[src/rtl/pipe_hazard_ctrl_if.sv]
// ID-stage hazard bus: decoded source/destination info in, stall/bubble/flush/forward controls out.
interface pipe_hazard_ctrl_if #(
    parameter int unsigned REG_AW = 5
);
    localparam int unsigned FWD_W = 2;
    localparam int unsigned CNT_W = 16;

    logic              id_valid;
    logic [REG_AW-1:0] id_rs1;
    logic [REG_AW-1:0] id_rs2;
    logic              id_rs1_used;
    logic              id_rs2_used;
    logic [REG_AW-1:0] id_rd;
    logic              id_wr;
    logic              id_load;
    logic              br_taken;
    logic              stall;
    logic              bubble;
    logic              flush;
    logic [FWD_W-1:0]  fwd_a;
    logic [FWD_W-1:0]  fwd_b;
    logic [CNT_W-1:0]  stall_cnt;

    modport master (
        output id_valid, id_rs1, id_rs2, id_rs1_used, id_rs2_used,
               id_rd, id_wr, id_load, br_taken,
        input  stall, bubble, flush, fwd_a, fwd_b, stall_cnt
    );

    modport slave (
        input  id_valid, id_rs1, id_rs2, id_rs1_used, id_rs2_used,
               id_rd, id_wr, id_load, br_taken,
        output stall, bubble, flush, fwd_a, fwd_b, stall_cnt
    );
endinterface

[src/rtl/pipe_hazard_ctrl.sv]
// RAW hazard detection and operand-forwarding select for an in-order pipeline.
// Tracks in-flight writers after ID in a shift register; decisions are same-cycle.
module pipe_hazard_ctrl #(
    parameter int unsigned REG_AW = 5,
    parameter int unsigned STAGES = 3,
    parameter bit          FWD_EN = 1'b1
) (
    input  logic              clk,
    input  logic              rst,
    pipe_hazard_ctrl_if.slave bus
);
    localparam int unsigned CNT_W = 16;
    localparam int unsigned FWD_W = 2;
    localparam logic [FWD_W-1:0] SRC_RF    = FWD_W'(0);
    localparam logic [FWD_W-1:0] SRC_EXMEM = FWD_W'(1);
    localparam logic [FWD_W-1:0] SRC_MEMWB = FWD_W'(2);

    typedef struct packed {
        logic              valid;
        logic              wr;
        logic              load;
        logic [REG_AW-1:0] rd;
    } slot_t;

    slot_t            slot_q [STAGES];
    slot_t            slot_in;
    logic             raw_any;
    logic             raw_hz;
    logic             stall_c;
    logic             bubble_c;
    logic [FWD_W-1:0] fwd_a_c;
    logic [FWD_W-1:0] fwd_b_c;
    logic [CNT_W-1:0] stall_cnt_q;

    // r0 is hardwired zero, so it never creates a dependency
    function automatic logic src_match(input logic used, input logic [REG_AW-1:0] src,
                                       input slot_t e);
        return used && (src != '0) && e.valid && e.wr && (e.rd == src);
    endfunction

    // Hazard and forward-select decode against the in-flight slots
    always_comb begin
        raw_any = 1'b0;
        fwd_a_c = SRC_RF;
        fwd_b_c = SRC_RF;
        if (FWD_EN) begin
            raw_any = slot_q[0].load &&
                      (src_match(bus.id_rs1_used, bus.id_rs1, slot_q[0]) ||
                       src_match(bus.id_rs2_used, bus.id_rs2, slot_q[0]));
            if (src_match(bus.id_rs1_used, bus.id_rs1, slot_q[0]))
                fwd_a_c = SRC_EXMEM;
            else if (src_match(bus.id_rs1_used, bus.id_rs1, slot_q[1]))
                fwd_a_c = SRC_MEMWB;
            if (src_match(bus.id_rs2_used, bus.id_rs2, slot_q[0]))
                fwd_b_c = SRC_EXMEM;
            else if (src_match(bus.id_rs2_used, bus.id_rs2, slot_q[1]))
                fwd_b_c = SRC_MEMWB;
        end else begin
            // last slot writes the register file before ID reads it
            for (int unsigned i = 0; i < STAGES - 1; i++) begin
                if (src_match(bus.id_rs1_used, bus.id_rs1, slot_q[i]) ||
                    src_match(bus.id_rs2_used, bus.id_rs2, slot_q[i]))
                    raw_any = 1'b1;
            end
        end
    end

    // Pipeline control; a taken branch overrides the stall and squashes ID
    always_comb begin
        raw_hz   = raw_any && bus.id_valid;
        stall_c  = raw_hz && !bus.br_taken;
        bubble_c = raw_hz || bus.br_taken || !bus.id_valid;
        slot_in  = '0;
        if (!bubble_c) begin
            slot_in.valid = bus.id_valid;
            slot_in.wr    = bus.id_wr;
            slot_in.load  = bus.id_load;
            slot_in.rd    = bus.id_rd;
        end
    end

    // In-flight tracker and saturating stall counter
    always_ff @(posedge clk) begin
        if (rst) begin
            for (int unsigned i = 0; i < STAGES; i++)
                slot_q[i] <= '0;
            stall_cnt_q <= '0;
        end else begin
            slot_q[0] <= slot_in;
            for (int unsigned i = 1; i < STAGES; i++)
                slot_q[i] <= slot_q[i-1];
            if (stall_c && (stall_cnt_q != '1))
                stall_cnt_q <= stall_cnt_q + CNT_W'(1);
        end
    end

    assign bus.stall     = stall_c;
    assign bus.bubble    = bubble_c;
    assign bus.flush     = bus.br_taken;
    assign bus.fwd_a     = fwd_a_c;
    assign bus.fwd_b     = fwd_b_c;
    assign bus.stall_cnt = stall_cnt_q;
endmodule

[src/flat_wrapper.sv]
// flat-port wrapper written by rule: the top's interface ports become plain ports
module pipe_hazard_ctrl_flat 
#(
    parameter int unsigned REG_AW = 5,
    parameter int unsigned STAGES = 3,
    parameter bit          FWD_EN = 1'b1
)
  (clk, rst, bus_id_valid, bus_id_rs1, bus_id_rs2, bus_id_rs1_used, bus_id_rs2_used, bus_id_rd, bus_id_wr, bus_id_load, bus_br_taken, bus_stall, bus_bubble, bus_flush, bus_fwd_a, bus_fwd_b, bus_stall_cnt);
  pipe_hazard_ctrl_if #(.REG_AW(REG_AW)) bus_i ();
  input  logic clk;
  input  logic rst;
  input wire logic [$bits(bus_i.id_valid)-1:0] bus_id_valid;
  input wire logic [$bits(bus_i.id_rs1)-1:0] bus_id_rs1;
  input wire logic [$bits(bus_i.id_rs2)-1:0] bus_id_rs2;
  input wire logic [$bits(bus_i.id_rs1_used)-1:0] bus_id_rs1_used;
  input wire logic [$bits(bus_i.id_rs2_used)-1:0] bus_id_rs2_used;
  input wire logic [$bits(bus_i.id_rd)-1:0] bus_id_rd;
  input wire logic [$bits(bus_i.id_wr)-1:0] bus_id_wr;
  input wire logic [$bits(bus_i.id_load)-1:0] bus_id_load;
  input wire logic [$bits(bus_i.br_taken)-1:0] bus_br_taken;
  output wire logic [$bits(bus_i.stall)-1:0] bus_stall;
  output wire logic [$bits(bus_i.bubble)-1:0] bus_bubble;
  output wire logic [$bits(bus_i.flush)-1:0] bus_flush;
  output wire logic [$bits(bus_i.fwd_a)-1:0] bus_fwd_a;
  output wire logic [$bits(bus_i.fwd_b)-1:0] bus_fwd_b;
  output wire logic [$bits(bus_i.stall_cnt)-1:0] bus_stall_cnt;
  assign bus_i.id_valid = bus_id_valid;
  assign bus_i.id_rs1 = bus_id_rs1;
  assign bus_i.id_rs2 = bus_id_rs2;
  assign bus_i.id_rs1_used = bus_id_rs1_used;
  assign bus_i.id_rs2_used = bus_id_rs2_used;
  assign bus_i.id_rd = bus_id_rd;
  assign bus_i.id_wr = bus_id_wr;
  assign bus_i.id_load = bus_id_load;
  assign bus_i.br_taken = bus_br_taken;
  assign bus_stall = bus_i.stall;
  assign bus_bubble = bus_i.bubble;
  assign bus_flush = bus_i.flush;
  assign bus_fwd_a = bus_i.fwd_a;
  assign bus_fwd_b = bus_i.fwd_b;
  assign bus_stall_cnt = bus_i.stall_cnt;
  pipe_hazard_ctrl #(.REG_AW(REG_AW), .STAGES(STAGES), .FWD_EN(FWD_EN)) u_core (.clk(clk), .rst(rst), .bus(bus_i));
endmodule
[config.mk]
export PLATFORM = sky130hd
export DESIGN_NAME = pipe_hazard_ctrl_flat
export DESIGN_NICKNAME = d
export VERILOG_FILES = /design/src/rtl/pipe_hazard_ctrl_if.sv /design/src/rtl/pipe_hazard_ctrl.sv /design/src/flat_wrapper.sv
export SDC_FILE = /design/constraint.sdc
export NUM_CORES = 1
export LEC_CHECK = 0
export BUFFER_PORTS_ARGS = -buffer_cell sky130_fd_sc_hd__buf_2
export CORE_AREA = 5 5 61 63
export CTS_BUF_LIST = sky130_fd_sc_hd__clkbuf_8
export DETAILED_ROUTE_END_ITERATION = 8
export DIE_AREA = 0 0 66 68
export PLACE_DENSITY = 0.78
export SLEW_MARGIN = 20
export SYNTH_ARGS = -nofsm -noshare
export SYNTH_HDL_FRONTEND = slang
export SYNTH_SLANG_ARGS = --single-unit
export TNS_END_PERCENT = 30
[constraint.sdc]
create_clock -name clk -period 2.5 [get_ports clk]
set_input_delay 0.25 -clock clk [delete_from_list [all_inputs] [get_ports clk]]
set_output_delay 0.25 -clock clk [all_outputs]
set_load 0.02 [all_outputs]
==> key figures <==
Drt
  • DR iter-0 viols: 78
  • WL final: 3350 um
  • Vias/cell: 5.25
  • WL/cell: between 10 and 15 um
  • DR pass1 iterations: 5
  • Drt drc: 0
  • Antenna Nets Post-Route: 0
  • Via count of the routed design: between 1k and 1.5k

Layout
  • # fillers: 283
  • Share of cells above drive strength 1: 29.0%
  • Final non-filler cell total: 260
  • Area delta synth->final: 23.2%
  • Final nets: 237
  • Final Util: approximately three fifths
  • Most common cell after layout, fill and taps aside: buf_2
  • Register area: 621 um2
  • Most frequent cells in the layout: buf_2, dfxtp_1, a21oi_1, xnor2_1
  • Diode count: 0
  • Area of the multi-input gates: 877 um2

Floorplanning
  • Core area: 3180 um2
  • Initial core utilization: 48.6%
  • Die area: 4490 um2
  • Standard-cell row count: 21
  • Die Y: 68 um
  • IO Pins: 46
  • Die X: 66 um

Global routing
  • Met2 GRT Util: 25.5%
  • Largest net degree at the start of global routing: 32
  • Initial antenna violation count: 0
  • Grt ovf: 0
  • Number of global-route vias before repair: 1177
  • Global-route wire length before repair: 5300 um
  • Met3 GRT Util: 5.42%
  • GR peak layer: met2
  • M1 GR Usage: 18.9%
  • Total track usage: about 16%

Power and ir drop
  • VDD IR max: roughly 300 uV
  • Combinational power share: 6.8%
  • P_int: 0.856 mW
  • Reg power frac: 46.6%
  • PwrDens: roughly 570 nW/um2
  • Clock network power share: 46.6%
  • Sw Ratio: 20.9%
  • Switching power: 0.226 mW
  • Leakage: 0.754 nW

Placed design
  • GP Congestion: around 0.76
  • Count of input and output buffers: 45
  • Placed cells: 252
  • Detail Placement HPWL: ~2500 um

Clock network
  • CTS Buf Count: 5
  • Post_cts resized: 0
  • Root buffer cell: clkbuf_8
  • CTS Buffer Depth: 2
  • Worst-path clk slew: 0.07 ns
  • TritonCTS clock tree: done
  • # clock sinks: 31
  • Clk_lat worst skew: 0.28 ns
  • Number of hold buffers added after cts: 0
  • Number of H-tree levels: 2
  • Post-CTS setup repair buffer count: 0

Critical path
  • Worst reg2reg endpoint: u_core.bus.stall_cnt[9]
  • CP max FO: 9
  • Critical Path End Type: output pin
  • Critical Path Start: u_core.slot_q[0][2]
  • Reg2reg setup slack: 0.38 ns
  • WS Path Type: reg2out
  • Arrival time at the worst endpoint: 1.89 ns
  • Required @ worst endpoint: 2.25 ns
  • Reg2Reg Launch Point: u_core.bus.stall_cnt[0]
  • Worst setup path endpoint: bus_bubble
  • Critical Path Source Type: register
  • Reg2Reg Depth: 7

STA
  • RSZ-0062 raised after global routing: no
  • Final worst path period need: 2.14 ns
  • Final Max Tran Viols: 0
  • Hold Fails Final Rpt: 0
  • Worst hold slack: 0.225 ns
  • Fin crit share: 85.7%
  • Slew margin rel.: 62.5%
  • Count of final setup violators: 0
  • Clk_skew: roughly 0.0081 ns
  • Max Fclk: 466 MHz
  • Setup TNS: 0 ns
  • Actual slew at the worst max-slew pin: approximately 0.56 ns

Logic synthesis
  • Top post-synthesis cells by area: dfxtp_1, xnor2_1, xor2_1
  • Synthesized flop and latch total: 31
  • Mapped Cells: ~170
  • Syn Nets: 191
  • Avg Inst Size Synth: 9.26 um2
  • Synth area leader: dfxtp_1
  • Sequential area share after synthesis: roughly 40%
  • Synth Warn #: 0
  • Distinct cells, synth: 35
  • Post-synth top area share: around 40%
  • Cell Area, Synth: 1550 um2

Run status
  • Status: complete, no violations

Hold path
  • HP Class: in2reg

Job
  • Max Cap Viol: 0
==> worst max-delay path: stages (launching register included) <==
cell	delay, ns
dfxtp_1	0.39
xnor2_1	0.14
nand4_1	0.20
nor3_4	0.38
o21ai_1	0.12
nand3b_2	0.18
buf_2	0.20
==> state kept, by name (all words and copies together), names as in the netlist <==
signal / flops
u_core.bus.stall_cnt: 16
u_core.slot_q: 15
==> metal layers <==
layer / part of all wire [%] / routed length, um
met5: 0 / 0
met3: 6.7 / 223
met4: 1.8 / 60
met1: 45 / 1520
met2: 46 / 1550
==> final cells by class <==
class	count	share of cell area (%)
Inverter	2	0.394
Sequential cell	31	32.6
Tap cell	46	3.02
Clock buffer	6	4.33
Clock inverter	2	1.84
Multi-Input combinational cell	128	46.0
Timing Repair Buffer	45	11.8
==> logic make-up after synthesis <==
group                      share of synthesized area, %
AOI/OAI and AO/OA                                  12.7
xor gates and xnor gates                           12.5
adders and majority gates                         0.809
buffers and inverters                              3.16
DFF                                                40.1
muxes                                             0.647
and+or+nand+nor                                    30.1
==> power groups by stage <==
stage	combinational (mW)	clock (mW)	sequential, mW
after CTS	0.0742	0.518	0.504
after global placement	0.0729	0	0.515
final	0.0735	0.505	0.504
after detailed placement	0.0740	0	0.516
after global routing	0.0798	0.539	0.505
after floorplan	0.0416	0	0.514
==> synthesized netlist by cell type <==
cell type / instances
nor3b_1: 7
a21oi_1: 13
o21ai_1: 10
nor4_1: 3
xnor2_1: 12
or4_1: 4
nand3b_2: 1
or4_4: 1
nand3b_1: 1
buf_4: 1
dfxtp_1: 31
and4_1: 1
xor2_1: 10
o21ai_4: 1
and3_1: 3
nor3_4: 2
nand3_1: 8
nor2_2: 1
o21ai_0: 3
o21bai_4: 1
inv_1: 2
nor2_1: 5
and3b_1: 2
buf_6: 2
o21ai_2: 1
nor3_1: 2
or3_1: 10
nand2_1: 5
o31ai_1: 3
nor2b_1: 7
clkbuf_1: 3
or2_2: 1
mux2i_1: 1
ha_1: 1
nand4_1: 8
==> stage by stage <==
stage / instance area (um2) / total power [mW] / setup slack, ns
final: 1910 / 1.08 / 0.356
after global routing: 1910 / 1.12 / 0.199
after CTS: 1910 / 1.10 / 0.324
after detailed placement: 1790 / 0.590 / 0.400
after global placement: 1790 / 0.588 / 0.443
after floorplan: 1550 / 0.556 / 0.504
==> how the worst min path moves through the flow <==
| stage | to | start | depth (start not counted) | slack, ns |
|---|---|---|---|---|
| after global routing | u_core.slot_q[0][5] | bus_id_load | 2 | 0.21 |
| after floorplan | u_core.slot_q[0][15] | rst | 1 | 0.32 |
| final | u_core.slot_q[0][5] | bus_id_load | 2 | 0.22 |
| after global placement | u_core.slot_q[0][15] | u_core.slot_q[0][7] | 1 | 0.47 |
| after detailed placement | u_core.slot_q[0][15] | u_core.slot_q[0][7] | 1 | 0.48 |
| after CTS | u_core.slot_q[0][5] | bus_id_load | 2 | 0.21 |
(Power assumes the default switching activity.)
